$ cat config.mk
export PLATFORM = sky130hd
export DESIGN_NAME = mux_rr_arbiter_flat
export DESIGN_NICKNAME = d
export VERILOG_FILES = /design/src/rtl/mux_rr_arbiter_if.sv /design/src/rtl/mux_rr_arbiter.sv /design/src/flat_wrapper.sv
export SDC_FILE = /design/constraint.sdc
export NUM_CORES = 1
export LEC_CHECK = 0
export BUFFER_PORTS_ARGS = -buffer_cell sky130_fd_sc_hd__buf_2
export CAP_MARGIN = 15
export CORE_MARGIN = 3
export CORE_UTILIZATION = 41
export CTS_CLUSTER_SIZE = 8
export DETAILED_ROUTE_END_ITERATION = 10
export GPL_TIMING_DRIVEN = 0
export PLACE_DENSITY = 0.85
export SLEW_MARGIN = 5
export SYNTH_ARGS = -nofsm -noshare
export SYNTH_HDL_FRONTEND = slang
export SYNTH_SLANG_ARGS = --single-unit
$ cat constraint.sdc
create_clock -name clk -period 2.1 [get_ports clk]
set_clock_uncertainty 0.2 [all_clocks]
set_input_delay 0.21 -clock clk [delete_from_list [all_inputs] [get_ports clk]]
set_output_delay 0.21 -clock clk [all_outputs]
set_load 0.01 [all_outputs]
$ cat src/rtl/mux_rr_arbiter_if.sv
// Handshake bundle between DEPTH producers, the round-robin arbiter and one consumer.
// "slave" is the arbiter's view; "master" is the producer/consumer environment.
interface mux_rr_arbiter_if #(
    parameter int BIT_WIDTH = 8,
    parameter int DEPTH     = 4,
    parameter int SEL_WIDTH = $clog2(DEPTH)
);
    logic [DEPTH-1:0]           in_valid;
    logic [DEPTH-1:0]           in_ready;
    logic [BIT_WIDTH*DEPTH-1:0] in_data;
    logic [DEPTH-1:0]           in_last;
    logic                       out_valid;
    logic                       out_ready;
    logic [BIT_WIDTH-1:0]       out_data;
    logic                       out_last;
    logic [SEL_WIDTH-1:0]       out_sel;

    modport master (
        output in_valid, in_data, in_last, out_ready,
        input  in_ready, out_valid, out_data, out_last, out_sel
    );

    modport slave (
        input  in_valid, in_data, in_last, out_ready,
        output in_ready, out_valid, out_data, out_last, out_sel
    );
endinterface

$ cat src/rtl/mux_rr_arbiter.sv
// Round-robin arbiter with optional packet lock feeding a single registered output beat.
// One beat per cycle sustained; a beat accepted in cycle N is on out_* in cycle N+1.
module mux_rr_arbiter #(
    parameter int BIT_WIDTH = 8,
    parameter int DEPTH     = 4,
    parameter int SEL_WIDTH = $clog2(DEPTH),
    parameter bit LOCK_EN   = 1'b1
) (
    input  logic             clk,
    input  logic             rst_n,
    mux_rr_arbiter_if.slave  bus,
    output logic             busy
);
    typedef enum logic {IDLE = 1'b0, BUSY = 1'b1} state_t;

    state_t               state, state_nxt;
    logic [SEL_WIDTH-1:0] rr_ptr, rr_ptr_nxt;
    logic [SEL_WIDTH-1:0] owner, owner_nxt;
    logic [SEL_WIDTH-1:0] winner, pick;
    logic                 load, xfer, beat_last;
    logic [DEPTH-1:0]     grant;
    logic [BIT_WIDTH-1:0] beat_data;

    logic                 vld_p1;
    logic [BIT_WIDTH-1:0] data_p1;
    logic                 last_p1;
    logic [SEL_WIDTH-1:0] sel_p1;

    function automatic logic [SEL_WIDTH-1:0] wrap_inc(input logic [SEL_WIDTH-1:0] v);
        if (v == SEL_WIDTH'(DEPTH - 1))
            return '0;
        return v + SEL_WIDTH'(1);
    endfunction

    // Lowest valid index at or above rr_ptr wins; otherwise the lowest valid index below it.
    always_comb begin
        logic                 hi_hit;
        logic [SEL_WIDTH-1:0] hi_idx, lo_idx, iw;
        hi_hit = 1'b0;
        hi_idx = '0;
        lo_idx = '0;
        iw     = '0;
        for (int i = DEPTH - 1; i >= 0; i--) begin
            iw = SEL_WIDTH'(i);
            if (bus.in_valid[iw]) begin
                if (iw >= rr_ptr) begin
                    hi_hit = 1'b1;
                    hi_idx = iw;
                end else begin
                    lo_idx = iw;
                end
            end
        end
        winner = hi_hit ? hi_idx : lo_idx;
    end

    // A locked owner is the only candidate; reset masks every grant.
    always_comb begin
        load  = ~vld_p1 | bus.out_ready;
        pick  = (state == BUSY) ? owner : winner;
        grant = '0;
        if (rst_n && load && bus.in_valid[pick])
            grant[pick] = 1'b1;
        xfer = |grant;
    end

    always_comb begin
        logic [SEL_WIDTH-1:0] iw;
        iw        = '0;
        beat_data = '0;
        beat_last = 1'b1;
        for (int i = 0; i < DEPTH; i++) begin
            iw = SEL_WIDTH'(i);
            if (pick == iw) begin
                beat_data = bus.in_data[i*BIT_WIDTH +: BIT_WIDTH];
                if (LOCK_EN)
                    beat_last = bus.in_last[iw];
            end
        end
    end

    always_comb begin
        state_nxt  = state;
        rr_ptr_nxt = rr_ptr;
        owner_nxt  = owner;
        if (xfer) begin
            case (state)
                IDLE: begin
                    if (!beat_last) begin
                        state_nxt = BUSY;
                        owner_nxt = winner;
                    end else begin
                        rr_ptr_nxt = wrap_inc(winner);
                    end
                end
                BUSY: begin
                    if (beat_last) begin
                        state_nxt  = IDLE;
                        rr_ptr_nxt = wrap_inc(owner);
                    end
                end
                default: state_nxt = IDLE;
            endcase
        end
    end

    always_ff @(posedge clk or negedge rst_n) begin
        if (!rst_n) begin
            state  <= IDLE;
            rr_ptr <= '0;
            owner  <= '0;
        end else begin
            state  <= state_nxt;
            rr_ptr <= rr_ptr_nxt;
            owner  <= owner_nxt;
        end
    end

    // Stage p1: output register; holds while stalled, drops valid only on a drain with no new beat.
    always_ff @(posedge clk or negedge rst_n) begin
        if (!rst_n) begin
            vld_p1  <= 1'b0;
            data_p1 <= '0;
            last_p1 <= 1'b0;
            sel_p1  <= '0;
        end else if (load) begin
            vld_p1 <= xfer;
            if (xfer) begin
                data_p1 <= beat_data;
                last_p1 <= beat_last;
                sel_p1  <= pick;
            end
        end
    end

    assign bus.in_ready  = grant;
    assign bus.out_valid = vld_p1;
    assign bus.out_data  = data_p1;
    assign bus.out_last  = last_p1;
    assign bus.out_sel   = sel_p1;
    assign busy          = (state == BUSY);
endmodule

$ cat src/flat_wrapper.sv
// flat-port wrapper written by rule: the top's interface ports become plain ports
module mux_rr_arbiter_flat 
#(
    parameter int BIT_WIDTH = 8,
    parameter int DEPTH     = 4,
    parameter int SEL_WIDTH = $clog2(DEPTH),
    parameter bit LOCK_EN   = 1'b1
)
  (clk, rst_n, busy, bus_in_valid, bus_in_data, bus_in_last, bus_out_ready, bus_in_ready, bus_out_valid, bus_out_data, bus_out_last, bus_out_sel);
  mux_rr_arbiter_if #(.BIT_WIDTH(BIT_WIDTH), .DEPTH(DEPTH), .SEL_WIDTH(SEL_WIDTH)) bus_i ();
  input  logic clk;
  input  logic rst_n;
  output logic busy;
  input wire logic [$bits(bus_i.in_valid)-1:0] bus_in_valid;
  input wire logic [$bits(bus_i.in_data)-1:0] bus_in_data;
  input wire logic [$bits(bus_i.in_last)-1:0] bus_in_last;
  input wire logic [$bits(bus_i.out_ready)-1:0] bus_out_ready;
  output wire logic [$bits(bus_i.in_ready)-1:0] bus_in_ready;
  output wire logic [$bits(bus_i.out_valid)-1:0] bus_out_valid;
  output wire logic [$bits(bus_i.out_data)-1:0] bus_out_data;
  output wire logic [$bits(bus_i.out_last)-1:0] bus_out_last;
  output wire logic [$bits(bus_i.out_sel)-1:0] bus_out_sel;
  assign bus_i.in_valid = bus_in_valid;
  assign bus_i.in_data = bus_in_data;
  assign bus_i.in_last = bus_in_last;
  assign bus_i.out_ready = bus_out_ready;
  assign bus_in_ready = bus_i.in_ready;
  assign bus_out_valid = bus_i.out_valid;
  assign bus_out_data = bus_i.out_data;
  assign bus_out_last = bus_i.out_last;
  assign bus_out_sel = bus_i.out_sel;
  mux_rr_arbiter #(.BIT_WIDTH(BIT_WIDTH), .DEPTH(DEPTH), .SEL_WIDTH(SEL_WIDTH), .LOCK_EN(LOCK_EN)) u_core (.clk(clk), .rst_n(rst_n), .bus(bus_i), .busy(busy));
endmodule
* Yosys cells after proc, flatten, opt, wreduce, memory -nomap -nowiden *
Index checks and enable logic that the tools add are counted.

word-level totals
  flip-flop bits (word level) = 17
  latch bits = 0
  RAM bits = 0
  memory bits (read-only) = 0
  bits of input ports = 43
  output and inout port bits = 17
  word-level logic and storage cells = 89
  memories = 0

operators by class
  add/subtract/negate cells = 2
  multipliers = 0
  divide/modulo/power cells = 0
  magnitude comparators = 6
  equality and inequality tests = 7
  shifts and indexed selects = 0
  mux-type cells = 55
  bitwise gates (word level) = 4
  reductions and logical operators = 8

operator list
  cell                   count
  $mux W2                24
  $mux W8                4
  $mux W1                23
  $eq A2 B2 Y1 const B   4
  $reduce_and A3 Y1      2
  $add A2 B1 Y2 const B  2
  $ge A1 B2 Y1 const A   2
  $ge A2 B2 Y1 const A   2
  $mux W4                1
  $pmux W2 S2            1
  $reduce_or A4 Y1       1
  $logic_and A1 B1 Y1    3
  $lt A2 B3 Y1 const B   1
  $not A1 Y1             3
  $bmux W1 S2            1
  $demux W1 S2           1
  $eq A2 B1 Y1 const B   1
  $ge A2 B1 Y1 const B   1
  $logic_not A2 Y1       1
  $ne A2 B1 Y1 const B   1
  $ne A2 B2 Y1 const B   1
  $reduce_and A2 Y1      1
  $or A1 B1 Y1           1

* Longest topological paths before layout *
Gate-level depths: netlist of the first run.

  word-level depth = 22
  mapped depth = 7
  mapped depth without buffers = 6

* Worst setup path after synthesis of the first run *
OpenSTA, ideal clock, no wires.

  path type = flip-flop to flip-flop
  from = register u_core.rr_ptr[1]
  to = register u_core.owner[1]
  library setup time = 0.127 ns
  data arrival time = 2.011 ns
  data required time = 1.773 ns
  path slack = -0.238 ns
  stages on the path, launching flop included = 7
  buffers on the path = 0
  period minus slack after synthesis = 2.338 ns
  cell sequence = dfrtp_1 -> nor2b_1 -> and3_1 -> o41ai_4 -> mux2_4 -> a2bb2oi_2 -> mux2_1

on the way
  word-level cells in the longest chain between the ends = 18
  elaborated cells between the ends (all ways) = 50
  those cells by class = order compare: 6; eq/ne: 3; mux: 35; bitwise: 1; reduce/logical: 5

ends and longest elaborated chain
  what                                                                         line                                        source
  start: declaration                                                           mux_rr_arbiter.sv:17                        logic [SEL_WIDTH-1:0] rr_ptr, rr_ptr_nxt;
  start signal: assignment                                                     mux_rr_arbiter.sv:114                       rr_ptr <= rr_ptr_nxt;
  $ge A2 B2 Y1                                                                 mux_rr_arbiter.sv:46                        if (iw >= rr_ptr) begin
  $mux W2 / $mux W1 (equally long branches)                                    mux_rr_arbiter.sv:46
  $mux W2 / $mux W1 (equally long branches)                                    mux_rr_arbiter.sv:45                        if (bus.in_valid[iw]) begin
  $mux W2 / $mux W1 (equally long branches)                                    mux_rr_arbiter.sv:46
  $mux W2 / $mux W1 (equally long branches)                                    mux_rr_arbiter.sv:45
  $mux W2 / $mux W1 (equally long branches)                                    mux_rr_arbiter.sv:46
  $mux W2 / $mux W1 (equally long branches)                                    mux_rr_arbiter.sv:45
  $mux W2 / $mux W1 (equally long branches)                                    mux_rr_arbiter.sv:46
  [... 2 more ...]                                                             -
  $mux W2                                                                      mux_rr_arbiter.sv:60                        pick = (state == BUSY) ? owner : winner;
  $lt A2 B3 Y1 (implied by the code), or another cell as far along             mux_rr_arbiter.sv:63                        grant[pick] = 1'b1;
  $logic_and A1 B1 Y1 (implied by the code) / $mux W1 (equally long branches)  mux_rr_arbiter.sv:63, mux_rr_arbiter.sv:74
  $mux W1, on equally long branches                                            mux_rr_arbiter.sv:63, mux_rr_arbiter.sv:74
  $demux W1 S2 / $mux W1 (equally long branches)                               -
  $mux W4 / $mux W1 (equally long branches)                                    mux_rr_arbiter.sv:62, mux_rr_arbiter.sv:74
  $reduce_or A4 Y1 / $not A1 Y1 (equally long branches)                        -
  $reduce_and A3 Y1 (no source line)                                           -
  end signal: assignment                                                       mux_rr_arbiter.sv:115                       owner <= owner_nxt;
  end: declaration                                                             mux_rr_arbiter.sv:18                        logic [SEL_WIDTH-1:0] owner, owner_nxt;

Every way passes the cells marked *; elsewhere a longest branch is shown, timed or not. The select of a mux whose other input is x is not followed.
A chain may end at the register's enable or synchronous reset.

* Final worst setup path of the first run *
Same ends and word-level chain as after synthesis.

==> reports/results.ini, run 1 <==
[place]
hpwl_mm = 2.71
finalWeightedCongestion = 0.793
port_buffers = 59
dpl_cell_area_um2 = 1570

[worst_setup_path]
critPathMaxFanout = 6
cp-end-kind = flip-flop
cp.required_ns = 2.08
arrival_ns = 2.51
start_kind = flip-flop
critPathKind = flip-flop to flip-flop

[synthesis]
synthFlopType = dfrtp_1
ys_seq_elements = 17
synth.distinct_cells = 32
synth_top_cell_area_share_pct = 35.5
yosys.area.top_type = dfrtp_1
synth_edf_count = 0
synth.avg_cell_area_um2 = 9.51
synth_seq_area_share_pct = 35.5
synth_area_leaders = dfrtp_1 (35%), mux2i_1 (10%), nand2b_1 (6.3%)
yosysWarnings = 0
netlist_area_um2 = 1200
synthCells = 126
synth.net_count = 169
synth_most_common_cell = dfrtp_1
async_flop_share_pct = 100
synthTopCellsByCount = dfrtp_1 (17), nand2_1 (16), mux2i_1 (12), nand2b_1 (12), nor2_1 (11)

[die]
rows = 18
ios = 60
die_w_um = 60.1
core_area_um2 = 2640
dieArea_um2 = 3610
die-height_um = 60.1
initial_utilization_pct = 45.5

[global_route]
grt_usage_pct = 26.3
grt_pass1_wl_mm = 6.98
grt_pass1_vias = 1538
antenna_found_initial = 0
grt_max_degree = 18
overflow = 0

[finish]
fin_nets = 262
final_area_um2 = 2180
drive_gt1_share_pct = 64.2
n_antenna_cell = 0
area_growth_pct = 81.9

[timing]
drv_slew = 0
setup-violations-final = 20
tightestPinTransition_ns = 0.846
relSlewSlack_pct = 42.9
hold_violations = 0
fin_setup_tns_ns = -5.50
min_period_ns = 2.53
fin_crit_sh_pct = 120
layout_setup_ws_ns = -0.428
fmax_ghz = 0.396
rsz0062_at_grt = true

[routing]
first_iter_violations = 158
vias = 1617
wl_mm = 5.94
ant_nets = 0
wire_per_inst_um = 23.9
vias_per_cell = 6.52
drt-pass1-iter-count = 4
drc = 0

[pwr]
vdd_ir_drop_max_mv = 1.26
cellPowerDensity_nw_per_um2 = 1590
power_leakage_nw = 0.985
p_total_w = 0.00347

[cts]
cts-htree-levels = 1
cts_buffers = 3
clockRootBuffer = clkbuf_4
insertion_delay_ns = 0.31
clk_path_buf_depth = 2
clk_pin_slew_ns = 0.12
cts_sinks = 17
cts_tree = yes

[outcome]
outcome = finished with violations
violations = negative setup slack

[worst_hold_path]
min_path_type = input port to flip-flop

[run]
cap_violations = 0

==> worst paths after layout <==
check                           slack [ns]                 from                endpoint  cells past startpoint
max in group asynchronous             0.79                rst_n        u_core.rr_ptr[0]                      2
worst max-delay path                 -0.43     u_core.rr_ptr[1]         u_core.owner[1]                      7
min in group asynchronous             0.35                rst_n  u_core.bus.out_data[7]                      2
worst max register to register       -0.43     u_core.rr_ptr[1]         u_core.owner[1]                      7
worst min register to register        0.33  u_core.bus.out_last     u_core.bus.out_last                      1
worst min-delay path                  0.05      bus_in_data[31]  u_core.bus.out_data[7]                      3
==> power by group <==
part	switching [W]	total (W)	internal [W]
clock network	0.000118	0.000192	0.0000741
registers	0.000173	0.000664	0.000491
logic	0.00126	0.00261	0.00135
==> registers in the layout (all words and copies together) (netlist names) <==
name                  cells
u_core.bus.out_data       8
u_core.bus.out_sel        2
u_core.owner              2
u_core.rr_ptr             2
u_core.bus.out_last       1
u_core.bus.out_valid      1
u_core.busy               1
==> kinds of logic after synthesis <==
kind of cell / after synthesis / synth area share, %
AND/OR/NAND/NOR: 49 / 19.4
AO/OA/AOI/OAI: 34 / 25.6
flip-flops: 17 / 35.5
multiplexers: 16 / 15.0
buffers and inverters: 10 / 4.49
==> routing by layer <==
layer | GRT usage, % | vias up | routed length (um)
li1 | - | 657 | -
met1 | 30.1 | 757 | 2190
met2 | 46.8 | 162 | 2720
met3 | 4.97 | 41 | 665
met4 | 12.0 | 0 | 363
met5 | 0 | - | 0
==> critical path, stage by stage, from the launching register on <==
cell and delay (ns):
dfrtp_2 0.46, inv_2 0.06, a221o_1 0.36, o41ai_4 0.31
buf_4 0.24, mux2i_2 0.36, a2bb2oi_2 0.11, mux2_4 0.30
==> cells in the final DEF, fill, tap and decap left out, types with 2 or more instances in the layout <==
cell type	n
mux2i_2	5
buf_4	16
nand2_1	15
o221ai_2	8
buf_2	57
a221o_1	2
o211ai_1	8
buf_12	3
nand2b_1	10
mux2_4	3
o41ai_4	2
dlygate4sd3_1	2
nor2_2	2
clkbuf_4	3
a21oi_2	3
mux2i_4	7
buf_8	4
buf_6	10
nor2b_4	2
o21a_1	2
dfrtp_2	2
dfrtp_1	15
inv_1	3
and3_4	2
nor2_1	8
nand2b_4	2
nor3_1	4
==> final cells by class <==
cell class	instances	area (um2)
Inverter	4	15.0
Fill cell	117	454
Buffer	5	56.3
Timing Repair Buffer	89	632
Sequential cell	17	428
Tap cell	30	37.5
Multi-Input combinational cell	99	986
Clock buffer	4	26.3
==> timing repair <==
action	4_1_cts	5_1_grt
pin swaps	8	6
endpoints found under the setup margin	20	19
gates resized for setup	37	32
endpoints found under the hold margin	18	0
buffers inserted	18	9
hold buffers	2	0
gates cloned	0	1
==> stage by stage <==
step	hold WS, ns	worst slack (ns)	std cells	utilization (%)
finish	0.0497	-0.428	248	82.8
CTS	0.0146	-0.393	239	72.9
floorplan	-0.286	-0.209	126	-
global placement	-0.0479	-0.353	215	59.5
global route	0.0572	-0.463	248	82.8
detailed placement	-0.0380	-0.420	215	59.5
(Power assumes the default switching activity.)
==> run 2, diff against run 1 <==
--- a/config.mk
+++ b/config.mk
@@ -5,6 +5,7 @@
 export SDC_FILE = /design/constraint.sdc
 export NUM_CORES = 1
 export LEC_CHECK = 0
+export ABC_AREA = 1
 export BUFFER_PORTS_ARGS = -buffer_cell sky130_fd_sc_hd__buf_2
 export CAP_MARGIN = 15
 export CORE_MARGIN = 3
@@ -12,8 +13,10 @@
 export CTS_CLUSTER_SIZE = 8
 export DETAILED_ROUTE_END_ITERATION = 10
 export GPL_TIMING_DRIVEN = 0
+export MAX_ROUTING_LAYER = met4
 export PLACE_DENSITY = 0.85
 export SLEW_MARGIN = 5
 export SYNTH_ARGS = -nofsm -noshare
 export SYNTH_HDL_FRONTEND = slang
 export SYNTH_SLANG_ARGS = --single-unit
+export TNS_END_PERCENT = 50
==> reports/results.ini, run 2 <==
[place]
dpl_cell_area_um2 = 1540  ; -1.8%
hpwl_mm = 2.34  ; -14%
port_buffers = 59  ; unchanged
finalWeightedCongestion = 0.903  ; +14%

[timing]
fmax_ghz = 0.391  ; -1.3%
rsz0062_at_grt = true
drv_slew = 0  ; unchanged
min_period_ns = 2.56  ; +0.0324 ns
relSlewSlack_pct = 48.9  ; +6.0 points
hold_violations = 0  ; unchanged
layout_setup_ws_ns = -0.461  ; -0.0324 ns
whs_ns = 0.0270  ; -0.0227 ns
setup-violations-final = 18  ; -10%
tightestPinTransition_ns = 0.764  ; -0.0814 ns
fin_crit_sh_pct = 122  ; +1.5 points

[routing]
first_iter_violations = 70  ; -56%
wire_per_inst_um = 12.1  ; -49%
vias_per_cell = 4.77  ; -27%
wl_mm = 3.50  ; -41%
drc = 0  ; unchanged
vias = 1375  ; -15%
drt-pass1-iter-count = 4  ; unchanged
ant_nets = 0  ; unchanged

[worst_setup_path]
cp_slowest_cell = dfrtp_2
cp-end-kind = output pin
critPathMaxFanout = 7  ; +1
cp.required_ns = 1.69  ; -0.39 ns
crit_family = simple AND/OR/NAND/NOR gates
start_kind = flip-flop
cpPeakStageDelay_ns = 0.47  ; about the same
crit_chain = inv_1 -> nand3_2 -> inv_2 -> nor2_4 -> nand3_2 -> nand2_4 -> buf_12 -> nor2_4 -> nand2_4 -> nand2_4 -> nor2_4 -> buf_6 -> buf_12 -> nand2_2 -> inv_1 -> buf_2
critPathKind = flip-flop to output pin
path_buf_inv = 7  ; +5
arrival_ns = 2.15  ; -0.36 ns

[synthesis]
synth_most_common_cell = nand2_1
netlist_area_um2 = 1210  ; +0.63%
synth_area_leaders = dfrtp_1 (35%), nand2_1 (26%), nand2_2 (6.7%)
synthTopCellsByCount = nand2_1 (83), dfrtp_1 (17), inv_1 (17)
synthFlopType = dfrtp_1
synth_top_cell_area_share_pct = 35.3  ; -0.22 points
synthCells = 180  ; +43%
synth_seq_area_share_pct = 35.3  ; -0.22 points
yosysWarnings = 0  ; unchanged
yosys.area.top_type = dfrtp_1
synth.distinct_cells = 22  ; -31%
synth_edf_count = 0  ; unchanged
synth.avg_cell_area_um2 = 6.70  ; -30%
async_flop_share_pct = 100  ; unchanged
synth.net_count = 223  ; +32%
ys_seq_elements = 17  ; unchanged

[outcome]
violations = negative setup slack
outcome = finished with violations

[cts]
cts_sinks = 17  ; unchanged
clk_pin_slew_ns = 0.09  ; -0.03 ns
cts_tree = yes
cts-htree-levels = 1  ; unchanged
cts_buffers = 3  ; unchanged
clk_path_buf_depth = 2  ; unchanged
clockRootBuffer = clkbuf_4
insertion_delay_ns = 0.29  ; -0.02 ns

[global_route]
overflow = 0  ; unchanged
grt_max_degree = 18  ; unchanged
grt_pass1_wl_mm = 5.22  ; -25%
antenna_found_initial = 0  ; unchanged
grt_usage_pct = 19.6  ; -6.7 points
grt_pass1_vias = 1227  ; -20%

[die]
initial_utilization_pct = 43.4  ; -2.1 points
ios = 60  ; unchanged
die_w_um = 60.2  ; +0.28%
die-height_um = 60.2  ; +0.28%
dieArea_um2 = 3630  ; +0.57%
rows = 19  ; +1
core_area_um2 = 2780  ; +5.6%

[finish]
register_area_um2 = 427  ; -0.29%
final_area_um2 = 1800  ; -18%
n_antenna_cell = 0  ; unchanged
final_cell_mix = nand2_1 (75), buf_2 (59), nand2_2 (17)
largest_reg_flops = 8  ; unchanged
area_growth_pct = 48.9
final_common_cell = nand2_1
drive_gt1_share_pct = 47.1  ; -17 points
n_fill_cell = 257  ; +120%
fin_util_pct = 64.6  ; -18 points
multi_input_area_um2 = 742  ; -25%
fin_nets = 301  ; +15%

[worst_hold_path]
min_path_type = input port to flip-flop

[pwr]
power_leakage_nw = 1.04  ; +6.0%
p_total_w = 0.00259  ; -25%
vdd_ir_drop_max_mv = 0.879  ; -30%
cellPowerDensity_nw_per_um2 = 1440  ; -9.2%

[run]
cap_violations = 0  ; unchanged

==> run 2: cell count changes in the layout (fill, tap and decap cells not counted), sizes merged, moves of 3 or more <==
cell    before  now
nand3        0   11
mux2         3    0
nand4        0   10
o221ai       8    0
nand2b      12    0
inv          4   20
nor3         5    0
o211ai       8    0
mux2i       12    0
buf         90   75
o41ai        3    0
nand2       16   99
a21oi        5    1
==> run 2: metal layers <==
layer  routed length, um  track usage, %  vias up
met4                  27            3.48        0
li1                    -               -      707
met3                 304            4.97        4
met5                   0               -        -
met1                1460            23.9      608
met2                1710            32.9       56
==> run 2: cell type report <==
| type | count | share of cell area (%) |
|---|---|---|
| Multi-Input combinational cell | 138 | 41.3 |
| Clock buffer | 4 | 1.46 |
| Inverter | 21 | 4.81 |
| Sequential cell | 17 | 23.8 |
| Buffer | 3 | 2.02 |
| Timing Repair Buffer | 74 | 24.5 |
| Tap cell | 31 | 2.16 |
==> run 2: timing repair <==
| item | 4_1_cts | 5_1_grt |
|---|---|---|
| gates cloned | 0 | 0 |
| pin swaps | 24 | 15 |
| resized for setup | 13 | 19 |
| setup buffers | 10 | 4 |
| hold endpoints to repair | 18 | 0 |
| endpoints found under the setup margin | 13 | 21 |
| hold buffers | 2 | 0 |
==> run 2: stage by stage <==
step	setup WS (ns)	instances	TNS, ns
2_1_floorplan	0.0917	180	0
3_3_place_gp	-0.171	270	-0.521
3_5_place_dp	-0.202	270	-0.668
4_1_cts	-0.410	285	-2.77
5_1_grt	-0.597	288	-6.43
6_report	-0.461	288	-3.97
==> run 2: power by group <==
part           switching (W)  total [W]  internal, W
sequential          0.000101   0.000583     0.000482
combinational        0.00107    0.00184     0.000768
clock              0.0000974   0.000171    0.0000739
==> run 2: kinds of logic after synthesis <==
kind of cell | Yosys count | synth area share, %
AOI/OAI and AO/OA | 5 | 2.28
buffers and inverters | 25 | 10.2
DFF | 17 | 35.3
and+or+nand+nor | 133 | 52.3
==> run 2: path summary, 6_finish.rpt <==
| check | slack, ns | to | from | depth (start not counted) |
|---|---|---|---|---|
| setup / recovery | -0.46 | bus_in_ready[0] | u_core.rr_ptr[1] | 16 |
| max in group asynchronous | 0.85 | u_core.rr_ptr[1] | rst_n | 2 |
| min in group asynchronous | 0.33 | u_core.rr_ptr[0] | rst_n | 2 |
| hold / removal | 0.03 | u_core.bus.out_data[4] | bus_in_data[12] | 5 |
| setup reg to reg | -0.21 | u_core.bus.out_data[0] | u_core.rr_ptr[1] | 17 |
| hold reg to reg | 0.27 | u_core.bus.out_sel[1] | u_core.bus.out_sel[1] | 2 |
==> run 2: tightest hold or removal path: stages <==
cell and delay [ns]:
buf_2 0.08, nand2_1 0.04, nand4_1 0.07, nand2_2 0.05, nand2_1 0.04
==> run 3, diff against run 2 <==
--- a/config.mk
+++ b/config.mk
@@ -5,7 +5,6 @@
 export SDC_FILE = /design/constraint.sdc
 export NUM_CORES = 1
 export LEC_CHECK = 0
-export ABC_AREA = 1
 export BUFFER_PORTS_ARGS = -buffer_cell sky130_fd_sc_hd__buf_2
 export CAP_MARGIN = 15
 export CORE_MARGIN = 3
==> reports/results.ini, run 3 (synthesis results as in run 1) <==
[outcome]
outcome = finished with violations
violations = negative setup slack

[worst_setup_path]
critPathMaxFanout = 7  ; unchanged
cp-end-kind = output pin
start_kind = flip-flop
reg2reg_slack_ns = -0.37  ; -0.16 ns
arrival_ns = 2.09  ; -0.06 ns
critPathKind = flip-flop to output pin
cp.required_ns = 1.69  ; about the same

[global_route]
antenna_found_initial = 0  ; unchanged
grt_max_degree = 18  ; unchanged
grt_usage_pct = 24.1  ; +4.4 points
grt_pass1_wl_mm = 6.23  ; +19%
overflow = 0  ; unchanged
grt_pass1_vias = 1359  ; +11%

[cts]
clockRootBuffer = clkbuf_4
cts-htree-levels = 1  ; unchanged
insertion_delay_ns = 0.31  ; +0.02 ns
cts_sinks = 17  ; unchanged
clk_pin_slew_ns = 0.11  ; +0.02 ns
cts_buffers = 3  ; unchanged
clk_path_buf_depth = 2  ; unchanged
cts_tree = yes

[finish]
layoutNonFillerInstCount = 244  ; -15%
fin_nets = 258  ; -14%
n_fill_cell = 166  ; -35%
fin_util_pct = 74.0  ; +9.5 points
final_common_cell = buf_2
largest_reg_flops = 8  ; unchanged
drive_gt1_share_pct = 55.6  ; +8.5 points
register_area_um2 = 428  ; +0.29%
area_growth_pct = 62.7
n_antenna_cell = 0  ; unchanged
multi_input_area_um2 = 830  ; +12%
final_cell_mix = buf_2 (57), buf_4 (17), nand2_1 (15), dfrtp_1 (15), nand2b_1 (10)

[routing]
drt-pass1-iter-count = 4  ; unchanged
first_iter_violations = 58  ; -17%
vias_per_cell = 5.72  ; +20%
vias = 1396  ; +1.5%
ant_nets = 0  ; unchanged
wl_mm = 4.20  ; +20%
wire_per_inst_um = 17.2  ; +42%
drc = 0  ; unchanged

[timing]
tightestPinTransition_ns = 0.824  ; +0.0601 ns
min_period_ns = 2.50  ; -0.0594 ns
drv_slew = 0  ; unchanged
fin_crit_sh_pct = 119  ; -2.8 points
relSlewSlack_pct = 44.3  ; -4.6 points
setup-violations-final = 18  ; unchanged
fmax_ghz = 0.400  ; +2.4%
hold_violations = 0  ; unchanged
rsz0062_at_grt = true
layout_setup_ws_ns = -0.401  ; +0.0594 ns

[die]
dieArea_um2 = 3610  ; -0.56%
die-height_um = 60.1  ; -0.28%
ios = 60  ; unchanged
initial_utilization_pct = 45.5  ; +2.1 points
core_area_um2 = 2640  ; -5.3%
die_w_um = 60.1  ; -0.28%
rows = 18  ; -1

[place]
hpwl_mm = 2.60  ; +11%
dpl_worst_slack_ns = -0.410  ; -0.208 ns
finalWeightedCongestion = 0.764  ; -15%
dp.cells = 215  ; -20%
port_buffers = 59  ; unchanged

[worst_hold_path]
min_path_type = input port to flip-flop

[run]
cap_violations = 0  ; unchanged

[pwr]
power_leakage_nw = 0.944  ; -9.6%
vdd_ir_drop_max_mv = 0.941  ; +7.1%
cellPowerDensity_nw_per_um2 = 1480  ; +2.8%

==> run 3: changes by cell type in the layout (fill, tap and decap cells not counted), sizes merged, moves of 5 or more <==
cell,change
o211ai,+8
o221ai,+8
nand2,-83
nor3,+5
nand3,-11
nand2b,+12
inv,-16
mux2i,+12
nand4,-10
buf,+11
==> run 3: power breakdown <==
group	internal, W	switching (W)
sequential	0.000491	0.000142
combinational	0.00111	0.000962
clock	0.0000712	0.000115
==> run 3: path summary, 6_finish.rpt <==
path / from / to / depth (start not counted)
worst min register to register: u_core.bus.out_data[6] / u_core.bus.out_data[6] / 2
worst max register to register: u_core.rr_ptr[1] / u_core.owner[1] / 7
worst min-delay path: bus_in_data[21] / u_core.bus.out_data[5] / 3
worst max-delay path: u_core.rr_ptr[1] / bus_in_ready[1] / 7
min in group asynchronous: rst_n / u_core.bus.out_data[5] / 2
max in group asynchronous: rst_n / u_core.rr_ptr[0] / 2
==> run 3: cell type report <==
| cell class | count | share of cell area (%) |
|---|---|---|
| inverter | 4 | 0.770 |
| tap | 30 | 1.92 |
| multi-input combinational | 99 | 42.5 |
| timing repair buffer | 84 | 28.2 |
| clock buffer | 3 | 1.15 |
| clock inverter | 1 | 0.257 |
| buffer | 6 | 3.21 |
| sequential | 17 | 21.9 |
==> run 3: metrics by stage <==
| step | total power, W | instance area [um2] | TNS [ns] | hold WS [ns] |
|---|---|---|---|---|
| detailed placement | 0.00198 | 1560 | -4.74 | -0.0385 |
| global placement | 0.00193 | 1560 | -3.69 | -0.0433 |
| finish | 0.00289 | 1950 | -5.27 | 0.0343 |
| CTS | 0.00256 | 1800 | -3.93 | 0.00227 |
| floorplan | 0.00159 | 1230 | -0.386 | -0.286 |
| global route | 0.00309 | 1950 | -6.58 | 0.0222 |
==> run 3: what timing repair did <==
item / 4_1_cts / 5_1_grt
hold endpoints to repair: 18 / 0
hold buffers: 2 / 0
gates cloned: 0 / 1
endpoints found under the setup margin: 20 / 21
resized for setup: 22 / 16
pin swaps: 7 / 6
buffers inserted: 14 / 8
==> run 3: per-layer routing <==
metal,vias to the layer above,part of all wire [%],GRT usage (%)
li1,648,-,-
met4,0,2.6,9.81
met2,73,50,40.7
met1,662,39,28.0
met5,-,0,-
met3,13,8.3,4.10
==> run 3: critical path, stage by stage, from the launching register on <==
cell and delay (ns):
dfrtp_2 0.46, nor2b_4 0.14, o21a_1 0.22, o41ai_4 0.42, buf_6 0.18, buf_8 0.11
nor2b_4 0.14, buf_6 0.11
